--- config.mk ---
export PLATFORM = sky130hd
export DESIGN_NAME = dm_arbiter_flat
export DESIGN_NICKNAME = d
export VERILOG_FILES = /design/src/rtl/dm_arbiter_pkg.sv /design/src/rtl/dm_arbiter_if.sv /design/src/rtl/dm_arbiter_rr_hold_pick.sv /design/src/rtl/dm_arbiter.sv /design/src/flat_wrapper.sv
export SDC_FILE = /design/constraint.sdc
export NUM_CORES = 1
export LEC_CHECK = 0
export CAP_MARGIN = 15
export CORE_AREA = 2 2 153 155
export DETAILED_ROUTE_END_ITERATION = 6
export DIE_AREA = 0 0 155 157
export MAX_ROUTING_LAYER = met4
export PLACE_DENSITY = 0.68
export SLEW_MARGIN = 20
export SYNTH_ARGS = -nofsm -noshare
export SYNTH_HDL_FRONTEND = slang
export SYNTH_SLANG_ARGS = --single-unit
export TNS_END_PERCENT = 20
--- constraint.sdc ---
create_clock -name clk -period 3.1 [get_ports clk]
set_input_delay 0.31 -clock clk [delete_from_list [all_inputs] [get_ports clk]]
set_output_delay 0.31 -clock clk [all_outputs]
set_load 0.02 [all_outputs]
--- src/rtl/dm_arbiter_pkg.sv ---
// ============================================================================
// Module   : dm_arbiter_pkg
// Purpose  : Shared port indices, hold-counter width and helpers for dm_arbiter.
// Revision : 1.0
// ============================================================================
`default_nettype none

package dm_arbiter_pkg;

    localparam logic PORT0  = 1'b0;
    localparam logic PORT1  = 1'b1;
    localparam int   HOLD_W = 4;

    function automatic logic other_port(input logic p);
        return ~p;
    endfunction

endpackage

`default_nettype wire

--- src/rtl/dm_arbiter_if.sv ---
// ============================================================================
// Module   : dm_arbiter_if
// Purpose  : Two requester ports plus the shared memory port of dm_arbiter.
// Revision : 1.0
// ============================================================================
`default_nettype none

interface dm_arbiter_if #(
    parameter int AW = 32,
    parameter int DW = 32
);
    logic          r0_req,    r1_req;
    logic          r0_we,     r1_we;
    logic [AW-1:0] r0_addr,   r1_addr;
    logic [DW-1:0] r0_wdata,  r1_wdata;
    logic [31:0]   r0_pc4,    r1_pc4;
    logic          r0_gnt,    r1_gnt;
    logic          r0_rvalid, r1_rvalid;
    logic [DW-1:0] r0_rdata,  r1_rdata;
    logic [AW-1:0] m_addr;
    logic [DW-1:0] m_din;
    logic [31:0]   m_pc4;
    logic          m_we;
    logic [DW-1:0] m_dout;

    modport slave (
        input  r0_req, r1_req, r0_we, r1_we, r0_addr, r1_addr,
               r0_wdata, r1_wdata, r0_pc4, r1_pc4, m_dout,
        output r0_gnt, r1_gnt, r0_rvalid, r1_rvalid, r0_rdata, r1_rdata,
               m_addr, m_din, m_pc4, m_we
    );

    modport master (
        output r0_req, r1_req, r0_we, r1_we, r0_addr, r1_addr,
               r0_wdata, r1_wdata, r0_pc4, r1_pc4, m_dout,
        input  r0_gnt, r1_gnt, r0_rvalid, r1_rvalid, r0_rdata, r1_rdata,
               m_addr, m_din, m_pc4, m_we
    );
endinterface

`default_nettype wire

--- src/rtl/dm_arbiter_rr_hold_pick.sv ---
// ============================================================================
// Module   : rr_hold_pick
// Purpose  : One-hot grant pick between two requesters with bounded hold.
// Revision : 1.0
// ============================================================================
`default_nettype none

module rr_hold_pick
    import dm_arbiter_pkg::*;
#(
    parameter int MAX_HOLD = 4
) (
    input  logic [1:0]        req,
    input  logic              last,
    input  logic [HOLD_W-1:0] hold_cnt,
    output logic [1:0]        gnt
);

    logic w_stay;
    logic w_pick;

    always_comb begin
        gnt    = 2'b00;
        w_stay = (hold_cnt != '0) && (hold_cnt < HOLD_W'(MAX_HOLD));
        w_pick = PORT0;
        case (req)
            2'b01: gnt = 2'b01;
            2'b10: gnt = 2'b10;
            2'b11: begin
                // Stay with the previous winner until its run reaches MAX_HOLD.
                w_pick = w_stay ? last : other_port(last);
                gnt    = (w_pick == PORT1) ? 2'b10 : 2'b01;
            end
            default: gnt = 2'b00;
        endcase
    end

endmodule

`default_nettype wire

--- src/rtl/dm_arbiter.sv ---
// ============================================================================
// Module   : dm_arbiter
// Purpose  : Zero-latency two-port arbiter onto a single combinational memory.
// Revision : 1.0
// ============================================================================
`default_nettype none

module dm_arbiter
    import dm_arbiter_pkg::*;
#(
    parameter int AW       = 32,
    parameter int DW       = 32,
    parameter int MAX_HOLD = 4
) (
    input  logic        clk,
    input  logic        reset,
    dm_arbiter_if.slave bus
);

    logic [1:0]        w_pick_gnt;
    logic [1:0]        w_gnt;
    logic              w_any;
    logic              w_port;
    logic              w_rd0;
    logic              w_rd1;
    logic [AW-1:0]     w_addr;
    logic [DW-1:0]     w_din;
    logic [31:0]       w_pc4;
    logic              w_we;

    logic              r_last;
    logic [HOLD_W-1:0] r_hold_cnt;
    logic              r_rvalid0;
    logic              r_rvalid1;
    logic [DW-1:0]     r_rdata0;
    logic [DW-1:0]     r_rdata1;

    rr_hold_pick #(
        .MAX_HOLD (MAX_HOLD)
    ) u_pick (
        .req      ({bus.r1_req, bus.r0_req}),
        .last     (r_last),
        .hold_cnt (r_hold_cnt),
        .gnt      (w_pick_gnt)
    );

    // Reset masks the grant so nothing reaches memory while it is asserted.
    assign w_gnt  = reset ? 2'b00 : w_pick_gnt;
    assign w_any  = |w_gnt;
    assign w_port = w_gnt[1] ? PORT1 : PORT0;
    assign w_rd0  = w_gnt[0] & ~bus.r0_we;
    assign w_rd1  = w_gnt[1] & ~bus.r1_we;

    always_comb begin
        w_addr = '0;
        w_din  = '0;
        w_pc4  = '0;
        w_we   = 1'b0;
        if (w_gnt[0]) begin
            w_addr = bus.r0_addr;
            w_din  = bus.r0_wdata;
            w_pc4  = bus.r0_pc4;
            w_we   = bus.r0_we;
        end else if (w_gnt[1]) begin
            w_addr = bus.r1_addr;
            w_din  = bus.r1_wdata;
            w_pc4  = bus.r1_pc4;
            w_we   = bus.r1_we;
        end
    end

    always_ff @(posedge clk or posedge reset) begin
        if (reset) begin
            r_last     <= PORT1;
            r_hold_cnt <= '0;
            r_rvalid0  <= 1'b0;
            r_rvalid1  <= 1'b0;
            r_rdata0   <= '0;
            r_rdata1   <= '0;
        end else begin
            r_rvalid0 <= w_rd0;
            r_rvalid1 <= w_rd1;
            if (w_rd0) r_rdata0 <= bus.m_dout;
            if (w_rd1) r_rdata1 <= bus.m_dout;
            if (w_any) begin
                r_last <= w_port;
                if (w_port == r_last)
                    r_hold_cnt <= (r_hold_cnt >= HOLD_W'(MAX_HOLD)) ?
                                  HOLD_W'(MAX_HOLD) : r_hold_cnt + HOLD_W'(1);
                else
                    r_hold_cnt <= HOLD_W'(1);
            end else begin
                r_hold_cnt <= '0;
            end
        end
    end

    assign bus.r0_gnt    = w_gnt[0];
    assign bus.r1_gnt    = w_gnt[1];
    assign bus.r0_rvalid = r_rvalid0;
    assign bus.r1_rvalid = r_rvalid1;
    assign bus.r0_rdata  = r_rdata0;
    assign bus.r1_rdata  = r_rdata1;
    assign bus.m_addr    = w_addr;
    assign bus.m_din     = w_din;
    assign bus.m_pc4     = w_pc4;
    assign bus.m_we      = w_we;

endmodule

`default_nettype wire

--- src/flat_wrapper.sv ---
// flat-port wrapper written by rule: the top's interface ports become plain ports
module dm_arbiter_flat import dm_arbiter_pkg::*;
#(
    parameter int AW       = 32,
    parameter int DW       = 32,
    parameter int MAX_HOLD = 4
)
  (clk, reset, bus_r0_req, bus_r1_req, bus_r0_we, bus_r1_we, bus_r0_addr, bus_r1_addr, bus_r0_wdata, bus_r1_wdata, bus_r0_pc4, bus_r1_pc4, bus_m_dout, bus_r0_gnt, bus_r1_gnt, bus_r0_rvalid, bus_r1_rvalid, bus_r0_rdata, bus_r1_rdata, bus_m_addr, bus_m_din, bus_m_pc4, bus_m_we);
  dm_arbiter_if #(.AW(AW), .DW(DW)) bus_i ();
  input  logic clk;
  input  logic reset;
  input wire logic [$bits(bus_i.r0_req)-1:0] bus_r0_req;
  input wire logic [$bits(bus_i.r1_req)-1:0] bus_r1_req;
  input wire logic [$bits(bus_i.r0_we)-1:0] bus_r0_we;
  input wire logic [$bits(bus_i.r1_we)-1:0] bus_r1_we;
  input wire logic [$bits(bus_i.r0_addr)-1:0] bus_r0_addr;
  input wire logic [$bits(bus_i.r1_addr)-1:0] bus_r1_addr;
  input wire logic [$bits(bus_i.r0_wdata)-1:0] bus_r0_wdata;
  input wire logic [$bits(bus_i.r1_wdata)-1:0] bus_r1_wdata;
  input wire logic [$bits(bus_i.r0_pc4)-1:0] bus_r0_pc4;
  input wire logic [$bits(bus_i.r1_pc4)-1:0] bus_r1_pc4;
  input wire logic [$bits(bus_i.m_dout)-1:0] bus_m_dout;
  output wire logic [$bits(bus_i.r0_gnt)-1:0] bus_r0_gnt;
  output wire logic [$bits(bus_i.r1_gnt)-1:0] bus_r1_gnt;
  output wire logic [$bits(bus_i.r0_rvalid)-1:0] bus_r0_rvalid;
  output wire logic [$bits(bus_i.r1_rvalid)-1:0] bus_r1_rvalid;
  output wire logic [$bits(bus_i.r0_rdata)-1:0] bus_r0_rdata;
  output wire logic [$bits(bus_i.r1_rdata)-1:0] bus_r1_rdata;
  output wire logic [$bits(bus_i.m_addr)-1:0] bus_m_addr;
  output wire logic [$bits(bus_i.m_din)-1:0] bus_m_din;
  output wire logic [$bits(bus_i.m_pc4)-1:0] bus_m_pc4;
  output wire logic [$bits(bus_i.m_we)-1:0] bus_m_we;
  assign bus_i.r0_req = bus_r0_req;
  assign bus_i.r1_req = bus_r1_req;
  assign bus_i.r0_we = bus_r0_we;
  assign bus_i.r1_we = bus_r1_we;
  assign bus_i.r0_addr = bus_r0_addr;
  assign bus_i.r1_addr = bus_r1_addr;
  assign bus_i.r0_wdata = bus_r0_wdata;
  assign bus_i.r1_wdata = bus_r1_wdata;
  assign bus_i.r0_pc4 = bus_r0_pc4;
  assign bus_i.r1_pc4 = bus_r1_pc4;
  assign bus_i.m_dout = bus_m_dout;
  assign bus_r0_gnt = bus_i.r0_gnt;
  assign bus_r1_gnt = bus_i.r1_gnt;
  assign bus_r0_rvalid = bus_i.r0_rvalid;
  assign bus_r1_rvalid = bus_i.r1_rvalid;
  assign bus_r0_rdata = bus_i.r0_rdata;
  assign bus_r1_rdata = bus_i.r1_rdata;
  assign bus_m_addr = bus_i.m_addr;
  assign bus_m_din = bus_i.m_din;
  assign bus_m_pc4 = bus_i.m_pc4;
  assign bus_m_we = bus_i.m_we;
  dm_arbiter #(.AW(AW), .DW(DW), .MAX_HOLD(MAX_HOLD)) u_core (.clk(clk), .reset(reset), .bus(bus_i));
endmodule
==> summary.txt, run 1 <==
crit-path max FO = 26
P_sw = 1.422 mW
# port buffers = 394
CORE AREA = 0.02250 sq mm
switch share = 33.52%
endpoint class of the critical path = output port
minimum clock period = 2.934 ns
required time of the critical path = 2.79 ns
CTS H-tree lvls = 3
gr ovfl total = 0
met2 Usage GRT = 26.69%
most frequent cells in the layout = clkdlybuf4s50_1, nand2_1, mux2i_1
Max VDD drop = 0.5848 mV
clock power share = 23.7%
Worst-Margin Slew = 0.6457 ns
number of max-cap violations = 0
synth warn = 0
FF-to-FF setup slack = 0.77 ns
Chip Height = 157 um
Final Setup Violations = 0
number of global-route vias before repair = 5,208
via/cell ratio = 4.251
# clock sinks = 71
sum of negative setup slack = 0 ns
Fmax = 340.8 MHz
DRC = 0
Post-Route WL = 20.47 mm
TritonCTS clock tree = built
row count = 55
met3 GRT Util = 5.369%
Seq/Total Area, Yosys = 38.03%
CTS max path bufs = 2
Worst-path clk slew = 0.06 ns
Crit Path Class = flip-flop to output port
GRT met1 Usage = 19.58%
cts bufs inserted = 9
outcome = complete, no violations
DP Cell Count = 1,165
top cell type's share of synthesized area = 37.46%
Synth area leaders = dfrtp_1, mux2i_1, nand2_1
Post-Syn Area per Cell = 9.333 sq um
crit share post-route = 94.64%
die area = 0.02434 sq mm
part of the power in registers = 30.0%
syn_nets = 733
Final nets = 1,124
Yosys reg bits = 71
post-layout worst setup margin = 0.1660 ns
DRT Pass-1 Iters = 4
Post-DP HPWL = 16.49 mm
Synth Instances = 501
GRT Overall Usage = 16.35%
Max Transition Viols Final = 0
Setup WS pre-CTS = -0.08413 ns
first-pass GRT wire length = 29.79 mm
# IOs = 395
antenna violations before repair = 4
Post-Syn Area = 0.004676 sq mm
Hold Fails Final Rpt = 0
clock root cell = clkbuf_16
Critical Path AT = 2.62 ns
commonest non-fill, non-tap cell in the layout = clkdlybuf4s50_1
power after layout = 4.242 mW
Int Pwr = 2.820 mW
Hold Buf Count CTS = 0
static leakage = 4.417 nW
ANT nets after route = 0
WL/cell = 17.26 um
starting density of the core = 20.78%
combinational power share = 46.3%
DIE WIDTH = 155 um
RSZ-0062 raised after global routing = no
Worst Hold Class = flip-flop to flip-flop
routability congestion estimate = 0.7740
final cell count without fillers = 1,186
clk_skew = 0.008433 ns
total number of vias = 5,042
GR peak layer = met2
Distinct cells, synth = 33
Worst Setup Start Kind = flip-flop
Synth area leader = dfrtp_1
layout cells sized above 1 = 12.82%
Slew headroom = 56.96%
pwr/cell area = 458.0 mW/mm^2
largest net degree at the start of global routing = 51
clk_lat worst skew = 0.33 ns
1st-iter DRT viols = 257
P&R area growth vs syn = 98.07%
## kinds of logic after synthesis
group / Yosys count / share of synthesized area [%]
simple gates: 208 / 17.37
mux: 162 / 36.42
flops: 71 / 38.03
buf+inv: 45 / 5.218
compound gates: 12 / 2.355
fa+ha+maj: 2 / 0.5351
other cells: 1 / 0.08020
## metrics by stage
step / utilization (%) / instance area (sq um) / hold slack, ns
2_1_floorplan: - / 4677 / 0.3839
3_3_place_gp: 40.36 / 9081 / 0.4701
3_5_place_dp: 40.36 / 9081 / 0.4800
4_1_cts: 41.15 / 9260 / 0.4974
5_1_grt: 41.16 / 9261 / 0.5191
6_report: 41.16 / 9261 / 0.4950
## per-layer routing
layer | vias to the layer above | wire (um)
li1 | 2461 | -
met1 | 2333 | 8427
met2 | 233 | 9880
met3 | 15 | 1896
met4 | 0 | 265
met5 | - | 0
## sequential cells by signal, summed over array words and instances (netlist names)
name                  flops
u_core.bus.r0_rdata      32
u_core.bus.r0_rvalid      1
u_core.r_last             1
u_core.bus.r1_rvalid      1
u_core.r_hold_cnt         4
u_core.bus.r1_rdata      32
## critical path, stage by stage, from the launching register on
cell and delay (ns):
dfrtp_1 0.38, inv_1 0.05, ha_1 0.25, or3_1 0.35, o211ai_1 0.17, buf_4 0.16, buf_4 0.12, buf_12 0.20
mux2i_1 0.25, clkdlybuf4s15_1 0.34
## worst paths after layout
path | end | startpoint | cells past startpoint
worst min-delay path | u_core.bus.r0_rdata[27]$_DFFE_PP0P_ | u_core.bus.r0_rdata[27]$_DFFE_PP0P_ | 1
worst max-delay path | bus_m_addr[0] | u_core.r_hold_cnt[0]$_DFF_PP0_ | 9
min in group asynchronous | u_core.bus.r0_rdata[17]$_DFFE_PP0P_ | reset | 4
worst max register to register | u_core.bus.r1_rdata[15]$_DFFE_PP0P_ | u_core.r_hold_cnt[0]$_DFF_PP0_ | 7
max in group asynchronous | u_core.bus.r1_rdata[26]$_DFFE_PP0P_ | reset | 4
worst min register to register | u_core.bus.r0_rdata[27]$_DFFE_PP0P_ | u_core.bus.r0_rdata[27]$_DFFE_PP0P_ | 1
## cell type report
class                      instances  area, sq um
sequential                        71         1778
multi-input combinational        385         2676
clock buffer                      12        236.5
fill                            2231        13240
clock inverter                     4        48.80
tap                              285        356.6
antenna                            4        10.01
inverter                           5        23.77
timing repair buffer             420         4131
## what timing repair did
item / in CTS / in global routing
setup buffers: 1 / 0
pin swaps: 1 / 0
resized for setup: 98 / 12
endpoints found under the setup margin: 98 / 8
## power by group through the flow
stage	sequential [mW]	clock, mW	combinational, mW
after global routing	1.30	1.07	2.08
after detailed placement	1.28	0	2.05
final	1.27	1.00	1.96
after global placement	1.27	0	2.05
after floorplan	1.54	0	0.666
after CTS	1.28	1.04	1.99
## synthesized netlist by cell type (all sizes together)
library cell and count:
mux2i 97, and3 1, buf 19, o21ba 1, a221oi 1, nand2b 2
dfrtp 70, o311ai 1, nor3b 1, o22ai 1, mux2 65, or3 1
o211ai 2, a21oi 2, o31ai 1, dfstp 1, nand2 196, conb 1
inv 5, clkbuf 21, or4 1, nor2 2, a31oi 1, o31a 2
ha 2, nor3 2, and2 1, or3b 1
(Power assumes the default switching activity.)
==> run 2: changes to the inputs <==
--- a/config.mk
+++ b/config.mk
@@ -11,6 +11,7 @@
 export DIE_AREA = 0 0 155 157
 export MAX_ROUTING_LAYER = met4
 export PLACE_DENSITY = 0.68
+export RECOVER_POWER = 100
 export SLEW_MARGIN = 20
 export SYNTH_ARGS = -nofsm -noshare
 export SYNTH_HDL_FRONTEND = slang
==> run 2 against run 1 <==
First-iteration DRC count grew 0.39%. Register-to-register slack lost 0.34 ns. Fmax is essentially flat. Clock skew grew 0.00064 ns. Global-route usage is the same. Setup slack lost 0.0025 ns. Worst hold slack lost 0.0055 ns. Sequential share of layout area grew 0.14 points. Count of clock-buffer cells in the layout is the same. Sequential cell count is the same. Critical path type unchanged. Critical endpoint unchanged. Highest routed layer unchanged.
==> summary.txt, run 2 (same netlist as run 1, synthesis figures left out) <==
Final Setup Violations = 0 (unchanged)
clk_lat worst skew = 0.33 ns (about the same)
number of global-route vias before repair = 5,208 (unchanged)
number of max-cap violations = 0 (unchanged)
ANT nets after route = 0 (unchanged)
hold slack final = 0.4895 ns (-0.005490 ns)
1st-iter DRT viols = 258 (+0.39%)
Fmax = 340.5 MHz (about the same)
DRT Pass-1 Iters = 4 (unchanged)
DIE WIDTH = 155 um (unchanged)
Hold Fails Final Rpt = 0 (unchanged)
antenna violations before repair = 4 (unchanged)
routability congestion estimate = 0.7740 (unchanged)
crit-path max FO = 26 (unchanged)
cts bufs inserted = 9 (unchanged)
row count = 55 (unchanged)
starting density of the core = 20.78% (unchanged)
CTS H-tree lvls = 3 (unchanged)
minimum clock period = 2.936 ns (+0.002512 ns)
r2r startpoint = u_core.r_hold_cnt[0]$_DFF_PP0_
clock root cell = clkbuf_16
Max VDD drop = 0.5726 mV (-2.1%)
WL/cell = 17.26 um (unchanged)
Worst-path clk slew = 0.06 ns (about the same)
sum of negative setup slack = 0 ns (unchanged)
static leakage = 4.398 nW (-0.43%)
most frequent cells in the layout = clkdlybuf4s50_1, nand2_1, mux2i_1
CTS max path bufs = 2 (unchanged)
Max Transition Viols Final = 0 (unchanged)
Slew headroom = 15.98% (-41 points)
Final nets = 1,124 (unchanged)
Chip Height = 157 um (unchanged)
crit share post-route = 94.73% (about the same)
Worst Hold Class = flip-flop to flip-flop
required time of the critical path = 2.79 ns (about the same)
clk_skew = 0.009071 ns (+0.0006384 ns)
Post-DP HPWL = 16.49 mm (unchanged)
Worst-Margin Slew = 1.260 ns (+0.6147 ns)
endpoint class of the critical path = output port
outcome = complete, no violations
fin area = 0.009196 sq mm (-0.70%)
# IOs = 395 (unchanged)
RSZ-0062 raised after global routing = no
# clock sinks = 71 (unchanged)
Crit Path Class = flip-flop to output port
# port buffers = 394 (unchanged)
commonest non-fill, non-tap cell in the layout = clkdlybuf4s50_1
die area = 0.02434 sq mm (unchanged)
gr ovfl total = 0 (unchanged)
power after layout = 4.141 mW (-2.4%)
GRT Overall Usage = 16.35% (unchanged)
TritonCTS clock tree = built
Critical Path AT = 2.63 ns (about the same)
CORE AREA = 0.02250 sq mm (unchanged)
first-pass GRT wire length = 29.79 mm (unchanged)
Hold Startpoint = u_core.bus.r0_rdata[27]$_DFFE_PP0P_
total number of vias = 5,053 (+0.22%)
Worst Setup Start Kind = flip-flop
Crit. Startpoint = u_core.r_hold_cnt[0]$_DFF_PP0_
via/cell ratio = 4.261 (+0.22%)
pwr/cell area = 450.3 mW/mm^2 (-1.7%)
largest net degree at the start of global routing = 51 (unchanged)
DRC = 0 (unchanged)
P&R area growth vs syn = 96.68%
Post-DP Area = 0.009081 sq mm (unchanged)
Post-Route WL = 20.47 mm (unchanged)
layout cells sized above 1 = 12.15% (-0.67 points)
run 2: changes by cell type in the layout (fill, tap and decap cells not counted), moves of 2 or more:
cell             previous run  this run
dlygate4sd3_1               0        67
clkbuf_1                    3         9
clkdlybuf4s50_1           295       228
buf_12                     10         8
buf_4                      17        12
run 2: worst max-delay path: stages, from the launching register on:
cell,delay (ns)
dfrtp_1,0.38
inv_1,0.05
ha_1,0.25
or3_1,0.35
o211ai_1,0.17
buf_4,0.16
buf_4,0.12
buf_12,0.20
mux2i_1,0.25
clkdlybuf4s15_1,0.35
run 2: cell type report:
| type | count | area [sq um] |
|---|---|---|
| diodes | 4 | 10.01 |
| clock buffers | 12 | 236.5 |
| repair buffers | 420 | 4080 |
| fillers | 2243 | 13310 |
| clock inverters | 4 | 48.80 |
| inverters | 5 | 23.77 |
| multi-input cells | 385 | 2663 |
| well taps | 285 | 356.6 |
| flip-flops and latches | 71 | 1778 |
run 2: layer usage:
metal  up-vias  GRT usage [%]  part of all wire (%)
met3        15          5.369                   9.3
li1       2461              -                     -
met4         0          4.012                   1.3
met5         -              -                     0
met1      2341          19.58                    41
met2       236          26.69                    48
run 2: what timing repair did:
item,CTS,global route
gates cloned,0,0
pin swaps,1,0
hold buffers,0,0
setup buffers,1,0
endpoints found under the setup margin,98,8
resized for setup,98,12
run 2: path summary, 6_finish.rpt:
path                                                            end  slack, ns  depth (start not counted)
worst min register to register  u_core.bus.r0_rdata[27]$_DFFE_PP0P_       0.49                          1
worst min-delay path            u_core.bus.r0_rdata[27]$_DFFE_PP0P_       0.49                          1
min in group asynchronous       u_core.bus.r0_rdata[17]$_DFFE_PP0P_       0.92                          4
max in group asynchronous       u_core.bus.r1_rdata[26]$_DFFE_PP0P_       0.94                          4
worst max register to register  u_core.bus.r1_rdata[15]$_DFFE_PP0P_       0.43                          7
worst max-delay path                                  bus_m_addr[0]       0.16                          9
run 2: through the flow:
step / worst slack (ns) / util (%) / std cells
floorplan: 0.7976 / - / 501
global placement: -0.08366 / 40.36 / 1165
detailed placement: -0.08413 / 40.36 / 1165
CTS: 0.0009723 / 41.15 / 1182
global route: 0.008082 / 40.87 / 1186
finish: 0.1635 / 40.87 / 1186
run 2: report_power, final:
group / switching (mW) / internal (mW)
Sequential: 0.114 / 1.15
Clock: 0.383 / 0.622
Combinational: 0.913 / 0.961
==> run 3: changes to the inputs <==
--- a/config.mk
+++ b/config.mk
@@ -6,11 +6,11 @@
 export NUM_CORES = 1
 export LEC_CHECK = 0
 export CAP_MARGIN = 15
-export CORE_AREA = 2 2 153 155
+export CORE_AREA = 2 2 154 156
 export DETAILED_ROUTE_END_ITERATION = 6
-export DIE_AREA = 0 0 155 157
+export DIE_AREA = 0 0 156 158
 export MAX_ROUTING_LAYER = met4
-export PLACE_DENSITY = 0.68
+export PLACE_DENSITY_LB_ADDON = 0.08
 export RECOVER_POWER = 100
 export SLEW_MARGIN = 20
 export SYNTH_ARGS = -nofsm -noshare
==> constraint.sdc (replaced) <==
create_clock -name clk -period 2.9 [get_ports clk]
set_input_delay 0.29 -clock clk [delete_from_list [all_inputs] [get_ports clk]]
set_output_delay 0.29 -clock clk [all_outputs]
set_load 0.02 [all_outputs]
==> run 3 against run 2 <==
Critical path type unchanged. Via count grew 2.5%. Largest power group unchanged. First-iteration DRC count grew 4.7%. Global-route usage is 0.69 points higher. Clock power barely moved. Die area grew 1.3%. Combinational power is 9.6% higher. Sequential power up 6%. Worst hold slack gained 0.0026 ns.
==> summary.txt, run 3 (same netlist as run 1, synthesis figures left out) <==
outcome = complete, no violations
routed wl met2 = 11.77 mm (+19%)
layout cells sized above 1 = 19.78% (+7.6 points)
sequential cell area = 0.001778 sq mm (unchanged)
met3 WL = 1.843 mm (-3.2%)
required time of the critical path = 2.61 ns (-0.18 ns)
Final nets = 1,127 (+0.27%)
Hold Buf Count CTS = 0 (unchanged)
total number of vias = 5,178 (+2.5%)
crit-path max FO = 21 (-19%)
gr ovfl total = 0 (unchanged)
Slew headroom = 25.23% (+9.3 points)
Filler cells = 2,309 (+2.9%)
die area = 0.02465 sq mm (+1.3%)
Post-Route WL = 22.06 mm (+7.8%)
pwr/cell area = 481.9 mW/mm^2 (+7.0%)
clk_skew = 0.003973 ns (-0.005098 ns)
Top Metal Used = met4
Max Transition Viols Final = 0 (unchanged)
row count = 56 (+1.8%)
TritonCTS clock tree = built
# clock sinks = 71 (unchanged)
number of global-route vias before repair = 5,283 (+1.4%)
# port buffers = 394 (unchanged)
DRT Pass-1 Iters = 4 (unchanged)
1st-iter DRT viols = 270 (+4.7%)
endpoint class of the critical path = output port
Critical Path AT = 2.55 ns (-0.08 ns)
WL met1 = 8.257 mm (-1.8%)
Chip Height = 158 um (+0.64%)
Worst Hold Class = flip-flop to flip-flop
via/cell ratio = 4.337 (+1.8%)
starting density of the core = 20.28% (-0.50 points)
Crit-path slowest cell = dfrtp_1
power after layout = 4.412 mW (+6.5%)
commonest non-fill, non-tap cell in the layout = clkdlybuf4s50_1
first-pass GRT wire length = 31.42 mm (+5.4%)
crit share post-route = 98.02%
clk_lat worst skew = 0.33 ns (about the same)
Setup WS pre-CTS = -0.09118 ns (-0.007052 ns)
most frequent cells in the layout = clkdlybuf4s50_1, nand2_1, mux2i_1
# IOs = 395 (unchanged)
Hold Fails Final Rpt = 0 (unchanged)
Post-DP Area = 0.009125 sq mm (+0.48%)
post-layout worst setup margin = 0.05744 ns (-0.1061 ns)
Fmax = 351.8 MHz
DIE WIDTH = 156 um (+0.65%)
GRT Overall Usage = 17.04% (+0.69 points)
WL/cell = 18.47 um (+7.0%)
Post-DP HPWL = 17.29 mm (+4.9%)
fin util = 39.71% (-1.2 points)
CTS max path bufs = 2 (unchanged)
Worst-path clk slew = 0.06 ns (about the same)
static leakage = 4.253 nW (-3.3%)
DRC = 0 (unchanged)
P&R area growth vs syn = 95.80%
CTS H-tree lvls = 3 (unchanged)
antenna violations before repair = 4 (unchanged)
Max VDD drop = 0.4446 mV (-22%)
clock root cell = clkbuf_16
routability congestion estimate = 0.8763 (+13%)
CP dominant cell by count = buf_12
Worst path max stage delay = 0.35 ns (-0.03 ns)
ANT nets after route = 0 (unchanged)
largest net degree at the start of global routing = 50 (-2.0%)
minimum clock period = 2.843 ns
Final Setup Violations = 0 (unchanged)
fin area = 0.009155 sq mm (-0.45%)
cts bufs inserted = 9 (unchanged)
Worst Setup Start Kind = flip-flop
area of the multi-input gates = 0.002686 sq mm (+0.89%)
Worst-Margin Slew = 1.122 ns (-0.1388 ns)
number of max-cap violations = 0 (unchanged)
Crit Path Class = flip-flop to output port
crit-path cells = inv_1 -> ha_4 -> or3_1 -> o211ai_1 -> buf_4 -> buf_12 -> buf_12 -> mux2i_1 -> clkdlybuf4s15_2
CORE AREA = 0.02305 sq mm (+2.4%)
RSZ-0062 raised after global routing = yes
[run 3: per-layer routing]
layer | track usage [%] | vias up
met5 | - | -
met3 | 5.502 | 15
li1 | - | 2465
met1 | 18.17 | 2492
met2 | 30.28 | 206
met4 | 5.068 | 0
[run 3: cell type report]
cell class / instances / area share [%]
Inverter: 5 / 0.2597
Tap cell: 290 / 3.963
Multi-Input combinational cell: 385 / 29.34
Sequential cell: 71 / 19.42
Antenna cell: 4 / 0.1093
Timing Repair Buffer: 423 / 43.91
Clock buffer: 10 / 2.501
Clock inverter: 6 / 0.4920
[run 3: through the flow]
stage | instances | TNS [ns] | hold WS (ns)
finish | 1194 | 0 | 0.4921
global route | 1194 | -0.9595 | 0.5074
CTS | 1189 | 0 | 0.5000
detailed placement | 1170 | -0.09118 | 0.4759
global placement | 1170 | -0.05439 | 0.4717
floorplan | 501 | 0 | 0.3639
[run 3: power by group]
part	internal (mW)	switching [mW]	leakage, nW
Clock	0.582	0.440	0.125
Sequential	1.23	0.117	0.851
Combinational	1.05	0.993	3.28
[run 3: timing repair]
action | in CTS | in global routing
resized for setup | 180 | 112
buffers inserted | 2 | 1
endpoints found under the hold margin | 0 | 0
pin swaps | 1 | 1
cloned | 1 | 0
setup endpoints to repair | 98 | 67
[run 3: critical path: cells and delay by family (launching register included)]
kind            cells  cell delay [ns]
buf+inv             5             0.87
simple gates        1             0.33
fa+ha+maj           1             0.18
mux                 1             0.21
flops               1             0.35
compound gates      1             0.27
[run 3: final timing paths]
path | to | from | slack (ns) | cells after the start
max in group asynchronous | u_core.bus.r0_rdata[29]$_DFFE_PP0P_ | reset | 0.49 | 4
min in group asynchronous | u_core.r_last$_DFFE_PP1P_ | reset | 0.73 | 2
worst min-delay path | u_core.bus.r0_rdata[27]$_DFFE_PP0P_ | u_core.bus.r0_rdata[27]$_DFFE_PP0P_ | 0.49 | 1
worst max-delay path | bus_m_pc4[13] | u_core.r_hold_cnt[0]$_DFF_PP0_ | 0.06 | 9
worst min register to register | u_core.bus.r0_rdata[27]$_DFFE_PP0P_ | u_core.bus.r0_rdata[27]$_DFFE_PP0P_ | 0.49 | 1
worst max register to register | u_core.bus.r1_rdata[9]$_DFFE_PP0P_ | u_core.r_hold_cnt[0]$_DFF_PP0_ | 0.33 | 7
